**src/rtl/mold_feed_arbiter.sv**
```systemverilog
// A/B MoldUDP64 line arbiter: forwards each sequence range once, in order,
// dropping duplicates and heartbeats and flagging sequence gaps.
module mold_feed_arbiter #(
    parameter int SEQ_W  = 64,
    parameter int CNT_W  = 16,
    parameter int STAT_W = 32
) (
    input  logic              clkIn,
    input  logic              rstIn,
    input  logic              aValidIn,
    input  logic [7:0]        aDataIn,
    input  logic              aLastIn,
    input  logic [SEQ_W-1:0]  aSeqNumIn,
    input  logic [CNT_W-1:0]  aMsgCntIn,
    output logic              aReadyOut,
    input  logic              bValidIn,
    input  logic [7:0]        bDataIn,
    input  logic              bLastIn,
    input  logic [SEQ_W-1:0]  bSeqNumIn,
    input  logic [CNT_W-1:0]  bMsgCntIn,
    output logic              bReadyOut,
    output logic              outValidOut,
    output logic [7:0]        outDataOut,
    output logic              outLastOut,
    input  logic              outReadyIn,
    output logic              gapOut,
    output logic [STAT_W-1:0] gapSizeOut,
    output logic [SEQ_W-1:0]  expSeqNumOut,
    output logic              syncedOut,
    output logic [STAT_W-1:0] dupDropCntOut,
    output logic [STAT_W-1:0] gapCntOut
);
    typedef enum logic [2:0] {IDLE, FWD_A, FWD_B, DROP_A, DROP_B} state_t;

    state_t            state_q, state_d;
    logic              last_grant_b_q, last_grant_b_d;
    logic [SEQ_W-1:0]  exp_q, exp_d;
    logic              synced_q, synced_d;
    logic              gap_q, gap_d;
    logic [STAT_W-1:0] gap_size_q, gap_size_d;
    logic [STAT_W-1:0] dup_cnt_q, dup_cnt_d;
    logic [STAT_W-1:0] gap_cnt_q, gap_cnt_d;

    logic              pick_b;
    logic [SEQ_W-1:0]  win_seq, win_end, gap_diff;
    logic [CNT_W-1:0]  win_cnt;

    function automatic logic [STAT_W-1:0] sat_inc(input logic [STAT_W-1:0] v);
        return (&v) ? v : v + STAT_W'(1);
    endfunction

    // Lower sequence wins; ties go to the feed that did not win last time.
    always_comb begin
        pick_b = bValidIn;
        if (aValidIn && bValidIn) begin
            if (bSeqNumIn < aSeqNumIn)       pick_b = 1'b1;
            else if (bSeqNumIn == aSeqNumIn) pick_b = !last_grant_b_q;
            else                             pick_b = 1'b0;
        end
        win_seq  = pick_b ? bSeqNumIn : aSeqNumIn;
        win_cnt  = pick_b ? bMsgCntIn : aMsgCntIn;
        win_end  = win_seq + SEQ_W'(win_cnt);
        gap_diff = win_seq - exp_q;
    end

    always_comb begin
        state_d        = state_q;
        last_grant_b_d = last_grant_b_q;
        exp_d          = exp_q;
        synced_d       = synced_q;
        gap_d          = 1'b0;
        gap_size_d     = gap_size_q;
        dup_cnt_d      = dup_cnt_q;
        gap_cnt_d      = gap_cnt_q;
        aReadyOut      = 1'b0;
        bReadyOut      = 1'b0;
        outValidOut    = 1'b0;
        outDataOut     = 8'h00;
        outLastOut     = 1'b0;

        case (state_q)
            IDLE: begin
                if (aValidIn || bValidIn) begin
                    last_grant_b_d = pick_b;
                    if (win_cnt == '0 || (synced_q && win_end <= exp_q)) begin
                        state_d   = pick_b ? DROP_B : DROP_A;
                        dup_cnt_d = sat_inc(dup_cnt_q);
                    end else begin
                        state_d  = pick_b ? FWD_B : FWD_A;
                        exp_d    = win_end;
                        synced_d = 1'b1;
                        if (synced_q && win_seq > exp_q) begin
                            gap_d      = 1'b1;
                            gap_size_d = (gap_diff > SEQ_W'({STAT_W{1'b1}})) ?
                                         {STAT_W{1'b1}} : gap_diff[STAT_W-1:0];
                            gap_cnt_d  = sat_inc(gap_cnt_q);
                        end
                    end
                end
            end
            FWD_A: begin
                outValidOut = aValidIn;
                outDataOut  = aDataIn;
                outLastOut  = aLastIn;
                aReadyOut   = outReadyIn;
                if (aValidIn && outReadyIn && aLastIn) state_d = IDLE;
            end
            FWD_B: begin
                outValidOut = bValidIn;
                outDataOut  = bDataIn;
                outLastOut  = bLastIn;
                bReadyOut   = outReadyIn;
                if (bValidIn && outReadyIn && bLastIn) state_d = IDLE;
            end
            DROP_A: begin
                aReadyOut = 1'b1;
                if (aValidIn && aLastIn) state_d = IDLE;
            end
            DROP_B: begin
                bReadyOut = 1'b1;
                if (bValidIn && bLastIn) state_d = IDLE;
            end
            default: state_d = IDLE;
        endcase
    end

    always_ff @(posedge clkIn) begin
        if (rstIn) begin
            state_q        <= IDLE;
            last_grant_b_q <= 1'b1;
            exp_q          <= '0;
            synced_q       <= 1'b0;
            gap_q          <= 1'b0;
            gap_size_q     <= '0;
            dup_cnt_q      <= '0;
            gap_cnt_q      <= '0;
        end else begin
            state_q        <= state_d;
            last_grant_b_q <= last_grant_b_d;
            exp_q          <= exp_d;
            synced_q       <= synced_d;
            gap_q          <= gap_d;
            gap_size_q     <= gap_size_d;
            dup_cnt_q      <= dup_cnt_d;
            gap_cnt_q      <= gap_cnt_d;
        end
    end

    assign gapOut        = gap_q;
    assign gapSizeOut    = gap_size_q;
    assign expSeqNumOut  = exp_q;
    assign syncedOut     = synced_q;
    assign dupDropCntOut = dup_cnt_q;
    assign gapCntOut     = gap_cnt_q;
endmodule

```
**config.mk**
```make
export PLATFORM = sky130hd
export DESIGN_NAME = mold_feed_arbiter
export DESIGN_NICKNAME = d
export VERILOG_FILES = /design/src/rtl/mold_feed_arbiter.sv
export SDC_FILE = /design/constraint.sdc
export NUM_CORES = 1
export LEC_CHECK = 0
export ABC_CLOCK_PERIOD_IN_PS = 15900
export CAP_MARGIN = 15
export CORE_MARGIN = 2
export CORE_UTILIZATION = 45
export CTS_BUF_LIST = sky130_fd_sc_hd__clkbuf_4 sky130_fd_sc_hd__clkbuf_8
export CTS_CLUSTER_SIZE = 12
export DETAILED_ROUTE_END_ITERATION = 12
export GPL_TIMING_DRIVEN = 0
export PLACE_DENSITY = 0.76
export SLEW_MARGIN = 0
export SYNTH_ARGS = -nofsm -noshare
export SYNTH_HDL_FRONTEND = slang
export SYNTH_SLANG_ARGS = --single-unit
```
**constraint.sdc**
```tcl
create_clock -name clkIn -period 15.9 [get_ports clkIn]
set_input_delay 2.385 -clock clkIn [delete_from_list [all_inputs] [get_ports clkIn]]
set_output_delay 2.385 -clock clkIn [all_outputs]
set_load 0.005 [all_outputs]
```
# --- Yosys cells after proc, flatten, opt, wreduce, memory -nomap -nowiden ---
# Cells that the tools add are included.
op_classes:
  reduce_logical: 23
  n_addsub: 4
  eq_ne: 10
  n_mux: 21
  bitwise_logic: 5
  magnitude_cmp: 4
ops:
  columns: ["operator", "count"]
  rows:
  - ["adder 32 x 1 -> 32 bit, second input constant", 2]
  - ["adder 64 x 16 -> 64 bit", 1]
  - ["== test 64 bit", 1]
  - ["> comparator 64 x 32 -> 1 bit, second input constant", 1]
  - ["> comparator 64 bit", 1]
  - ["less-or-equal comparator 64 bit", 1]
  - ["< comparator 64 bit", 1]
  - ["2-to-1 mux 64 bit", 1]
  - ["AND reduction 32 bit", 2]
  - ["subtractor 64 bit", 1]
  - ["2-to-1 mux 32 bit", 1]
  - ["2-to-1 mux 3 bit", 7]
  - ["zero test 16 bit", 1]
  - ["2-to-1 mux 16 bit", 1]
  - ["one-hot mux 8 bit (2 select lines)", 1]
  - ["one-hot mux 3 bit (5 select lines)", 1]
  - ["inequality test 2 bit, second input constant", 5]
  - ["AND reduction 5 bit", 2]
  - ["logical AND 1 bit", 9]
  - ["one-hot mux 1 bit (2 select lines)", 4]
  - ["AND reduction 4 bit", 2]
  - ["== test 3 x 2 -> 1 bit, second input constant", 2]
  - ["inverter 1 bit", 5]
  - ["2-to-1 mux 1 bit", 4]
  - ["9 further kinds", 10]
totals:
  ff_bits: 166
  output_inout_bits: 174
  elab_cells: 75
  inputBits: 183

# --- Logic depth before layout (Yosys ltp) ---
logic_depth:
  depth_word: 12
  ltp_mapped: 44
  mapped_depth_nobuf: 37

# --- Worst setup path after synthesis ---
# No wires, ideal clock.
synth_path:
  path_type: "input to register"
  start: "input aSeqNumIn[61]"
  end: "register gap_size_q[10] (netlist: gapSizeOut[10])"
  n_path_buf: 7
  setup_time_ns: 0.134
  path_stages: 42
  slack_ns: 5.386
  t_required_ns: 15.766
  arrival_time_ns: 10.380
  cell_sequence: "inv_1 -> ha_1 -> nand4_2 -> nor4_4 -> nand2_1 -> o211ai_1 -> a211o_1 -> o21a_4 -> buf_6 -> buf_6 -> buf_2 -> buf_2 -> buf_2 -> buf_2 -> mux2_2 -> ha_1 -> inv_1 -> fa_1 -> (+6 left out) -> a211oi_1 -> o211ai_1 -> nand2_1 -> nand3_1 -> xnor2_1 -> ha_1 -> and3_1 -> nand4b_1 -> nor4_1 -> o311ai_0 -> a21o_1 -> a21o_1 -> a2111oi_4 -> and3_1 -> nand4_1 -> nor3_2 -> buf_4 -> a31oi_1"
synth_between:
  elab_chain_cells: 11
  word_cells_on_any_way: 19
  classes_between: "2 x add/sub; 4 x order compare; 1 x eq/ne; 6 x mux; 1 x bitwise; 5 x reduce/logical"
synth_rtl:
  columns: ["item", "line", "source"]
  rows:
  - ["from (decl)", "13", "input logic [SEQ_W-1:0] aSeqNumIn,"]
  - ["branches (longest 2 deep; another with < comparator 64 bit)", null, null]
  - ["2-to-1 mux 1 bit (*)", "56", "if (bSeqNumIn < aSeqNumIn) pick_b = 1'b1;"]
  - ["2-to-1 mux 1 bit (*)", "55", "if (aValidIn && bValidIn) begin"]
  - ["2-to-1 mux 64 bit / 2-to-1 mux 16 bit (equally long branches)", "60, 61", null]
  - ["adder 64 x 16 -> 64 bit (*)", "62", "win_end = win_seq + SEQ_W'(win_cnt);"]
  - ["named net win_end[28]", "45", "logic [SEQ_W-1:0] win_seq, win_end, gap_diff;"]
  - ["less-or-equal comparator 64 bit (*)", "85", "if (win_cnt == '0 || (synced_q && win_end <= exp_q)) begin"]
  - ["logical AND 1 bit (*)", "85", null]
  - ["logical OR 1 bit (*)", "85", null]
  - ["inverter 1 bit (no source line) (*)", null, null]
  - ["AND reduction 4 bit (no source line) (*)", null, null]
  - ["to (signal assigned)", "143", "gap_size_q <= gap_size_d;"]
  - ["to (decl)", "40", "logic [STAT_W-1:0] gap_size_q, gap_size_d;"]
# Mark *: on every way through the listed nets, which the timed path passes.
# A chain may end at the register's enable or synchronous reset.

# --- Final worst setup path ---
layout_path:
  start: "input aSeqNumIn[30]"
  end: "register exp_q[22] (netlist: expSeqNumOut[22])"
layout_between:
  elab_chain_cells: 11
  word_cells_on_any_way: 14
  classes_between: "1 x add/sub; 2 x order compare; 1 x eq/ne; 5 x mux; 1 x bitwise; 4 x reduce/logical"
layout_rtl:
  columns: ["item", "line", "source"]
  rows:
  - ["branches (longest 2 deep; another with < comparator 64 bit)", null, null]
  - ["2-to-1 mux 1 bit (*)", "56", null]
  - ["2-to-1 mux 1 bit (*)", "55", null]
  - ["2-to-1 mux 64 bit / 2-to-1 mux 16 bit (equally long branches)", "60, 61", null]
  - ["adder 64 x 16 -> 64 bit (*)", "62", null]
  - ["named net win_end[28]", "45", null]
  - ["less-or-equal comparator 64 bit (*)", "85", null]
  - ["logical AND 1 bit (*)", "85", null]
  - ["logical OR 1 bit (*)", "85", null]
  - ["inverter 1 bit (no source line) (*)", null, null]
  - ["AND reduction 3 bit (no source line) (*)", null, null]
  - ["to (signal assigned)", "140", "exp_q <= exp_d;"]
  - ["to (decl)", "37", "logic [SEQ_W-1:0] exp_q, exp_d;"]
# Marked as above.

==> out/metrics.csv <==
metric,value,unit
status,finished clean,
Root Buffer,clkbuf_8,
htree depth,4,
Met3 Wirelength,6550,µm
First-pass DRT Iterations,6,
Hold Path Sink,expSeqNumOut[18]$_SDFFE_PP0P_,
Critical R2R Launch,last_grant_b_q$_SDFFE_PP1P_,
Residual DRC,0,
Fin Clk Skew,0.0260,ns
Yosys cell types,88,
Compound-Gate Fraction of Synth Area,0.222,
Core ar.,39500,µm²
row count,73,
hold depth,2,
Worst slew margin,0.217,
slowest CP cell,nor2_1,
R2R Path End,expSeqNumOut[22]$_SDFFE_PP0P_,
clock transition at the registers of the reported paths,0.10,ns
CTS resizes,0,
Net Switching,1.16,mW
simple-gate area share of the yosys netlist,0.238,
"Design Area, Final",22600,µm²
DR WL met2,37500,µm
"Setup Fix Bufs, Post-CTS",0,
max_cap viols,0,
Hold WC Path Type,flop to flop,
grt total ovfl,0,
Synth warnings,0,
f_max,0.0660,GHz
pin count of the biggest net entering global routing,17,
RSZ-0062 raised after global routing,false,
Syn Area/Cell,7.47,µm²
Post-DP HPWL,68100,µm
CP most frequent cell,buf_2,
Worst Min Path Start,expSeqNumOut[18]$_SDFFE_PP0P_,
Clock Power Share,0.149,
Num Clock Sinks,166,
fill count,3802,
first-pass GRT wire length,121000,µm
Post-synth EDFFs,0,
CP Class,input pin to flop,
setup TNS,0,ns
synthesis-to-finish area growth,25.9,%
Initial DRC Count,2029,
xor and xnor area share after synthesis,0.0732,
Crit Path Max Fanout,10,
Total Routing Usage GR,0.389,
"Top FF cell, synth",dfxtp_1,
Post-Syn Area,18000,µm²
Skew-Pair Late Insertion Delay,0.61,ns
CTS tree,yes,
"setup slack, reg-to-reg",4.37,ns
"commonest non-fill, non-tap cell in the layout",clkdlybuf4s50_1,
initial antenna violation count,4,
max incr delay on CP,0.98,ns
worst vdd ir,0.0718,mV
slew at the pin with the worst max-slew slack,1.17,ns
Chip Width,204,µm
Metal-1 WL,33400,µm
"Seq/Total Area, Yosys",0.185,
Via density,6.23,
ANT nets after route,0,
Worst setup SP type,input pin,
most frequent cells in the layout,"355 x clkdlybuf4s50_1, 217 x nand2_1, 213 x a21oi_1, 210 x ha_1, 199 x inv_1",
Nets,3174,
adder-cell share of the synthesized area,0.151,
fin. max-slew vios,0,
final worst path period share,0.953,
pwr/cell area,104,nW/µm²
Comb power frac,0.629,
DR top layer,met5,
Synth Register Bits,166,
placed cell area,22200,µm²
CTS buffer count,17,
final hold violations,0,
via count,20700,
final wirelength,82200,µm
die area,41500,µm²
Cells after Synth,2403,
Initial Utilization,0.454,
mux cell area share after synthesis,0.0635,
share of layout cells above drive strength 1,0.0630,
# hold bufs at CTS,0,
Seq pwr share,0.222,
leakage power,8.76,nW
number of buffers added on ports,355,
setup violators final,0,
"Net Count, Synth",2798,
placer's final routability congestion estimate,1.01,
clk buf depth,2,
Worst EP arrival,15.65,ns
P_int,1.19,mW
io pins,357,
vias in the first global route,20300,
R2R cell count,38,
Avg WL per Cell,24.8,µm
CP Capture Type,flop,
sw frac,0.492,
largest family of logic cells by synthesized area,simple AND/OR/NAND/NOR gates,
DIE HEIGHT,204,µm
post-synthesis async set-or-reset flop share,0,
Period minus WS final,15.15,ns
WP data required,16.39,ns
## synth_stat cells, types with 15 or more instances
cell | count | area [µm²]
nand4_1 | 99 | 619
nor2_1 | 165 | 619
mux2_2 | 71 | 800
clkbuf_1 | 64 | 240
nor4_1 | 48 | 300
and3_1 | 32 | 200
dfxtp_1 | 166 | 3320
or3_1 | 29 | 181
nor2b_1 | 19 | 119
o21bai_1 | 15 | 113
ha_1 | 210 | 2630
mux2i_1 | 34 | 340
a22o_1 | 17 | 149
inv_1 | 199 | 747
a31oi_1 | 54 | 338
nor3_1 | 60 | 300
a21oi_1 | 213 | 1070
a22oi_1 | 18 | 135
nand3_1 | 81 | 405
nand2_1 | 217 | 815
o21ai_0 | 137 | 686
a21o_1 | 42 | 315
a211oi_1 | 18 | 135
xor2_1 | 53 | 464
buf_2 | 25 | 125
xnor2_1 | 97 | 850
## worst max-delay path by stage
stage	startpoint	to	slack, ns	cells past startpoint
after floorplan	aSeqNumIn[61]	gapSizeOut[10]$_SDFFE_PP0P_	5.39	42
after global placement	aSeqNumIn[25]	gapSizeOut[3]$_SDFFE_PP0P_	0.50	43
after detailed placement	aSeqNumIn[25]	expSeqNumOut[48]$_SDFFE_PP0P_	0.54	43
after CTS	aSeqNumIn[25]	expSeqNumOut[48]$_SDFFE_PP0P_	1.15	43
after global routing	aSeqNumIn[25]	expSeqNumOut[22]$_SDFFE_PP0P_	0.32	44
final	aSeqNumIn[30]	expSeqNumOut[22]$_SDFFE_PP0P_	0.75	44
## kinds of logic (layout without fill, tap and decap cells)
| kind of cell | after synthesis | count (layout) |
|---|---|---|
| muxes | 105 | 105 |
| other | 0 | 2 |
| adders and majority gates | 216 | 216 |
| AOI/OAI and AO/OA | 632 | 632 |
| buffers and inverters | 299 | 688 |
| DFF | 166 | 166 |
| xor gates and xnor gates | 150 | 150 |
| and+or+nand+nor | 835 | 835 |
## per-stage QoR
step / util / worst slack, ns / std cells / power [mW] / hold WS, ns
2_1_floorplan: - / 5.39 / 2403 / 1.40 / 0.461
5_1_grt: 0.571 / 0.322 / 3319 / 2.49 / 0.505
4_1_cts: 0.571 / 1.15 / 3316 / 2.31 / 0.479
3_5_place_dp: 0.561 / 0.542 / 3284 / 1.96 / 0.465
3_3_place_gp: 0.560 / 0.496 / 3283 / 1.94 / 0.463
6_report: 0.571 / 0.746 / 3319 / 2.35 / 0.479
## critical path: cells and delay by family
kind                       cells  cell delay (ns)
AOI/OAI and AO/OA             13             3.03
xor gates and xnor gates       1             0.11
adders and majority gates      5             1.46
buffers and inverters         12             3.94
muxes                          1             0.40
and+or+nand+nor               12             4.29
## cell type report
| class | count | area, µm² | area share |
|---|---|---|---|
| clock buffers | 18 | 241 | 0.0107 |
| multi-input cells | 1938 | 13400 | 0.594 |
| repair buffers | 357 | 3580 | 0.158 |
| clock inverters | 14 | 161 | 0.00714 |
| plain buffers | 100 | 453 | 0.0200 |
| inverters | 199 | 747 | 0.0331 |
| diodes | 2 | 5.00 | 0.000222 |
| well taps | 525 | 657 | 0.0291 |
| flip-flops and latches | 166 | 3320 | 0.147 |
## state kept, by name, indices dropped and copies added, names as in the netlist
| register | flops |
|---|---|
| dupDropCntOut | 32 |
| expSeqNumOut | 64 |
| gapCntOut | 32 |
| gapOut | 1 |
| gapSizeOut | 32 |
| last_grant_b_q | 1 |
| state_q | 3 |
| syncedOut | 1 |
## power by group through the flow
stage                     sequential [mW]  combinational (mW)  clock [mW]
after floorplan                     0.516               0.880           0
after global placement              0.528                1.41           0
after detailed placement            0.529                1.43           0
after CTS                           0.520                1.44       0.350
after global routing                0.527                1.59       0.367
final                               0.521                1.48       0.350
## routing by layer
metal  GRT usage  vias up
met2       0.642     1052
met5           0        -
met1       0.471     9800
met3      0.0807      245
met4       0.219        2
li1            -     9562
Note: power is estimated with default switching activity, not from simulation.
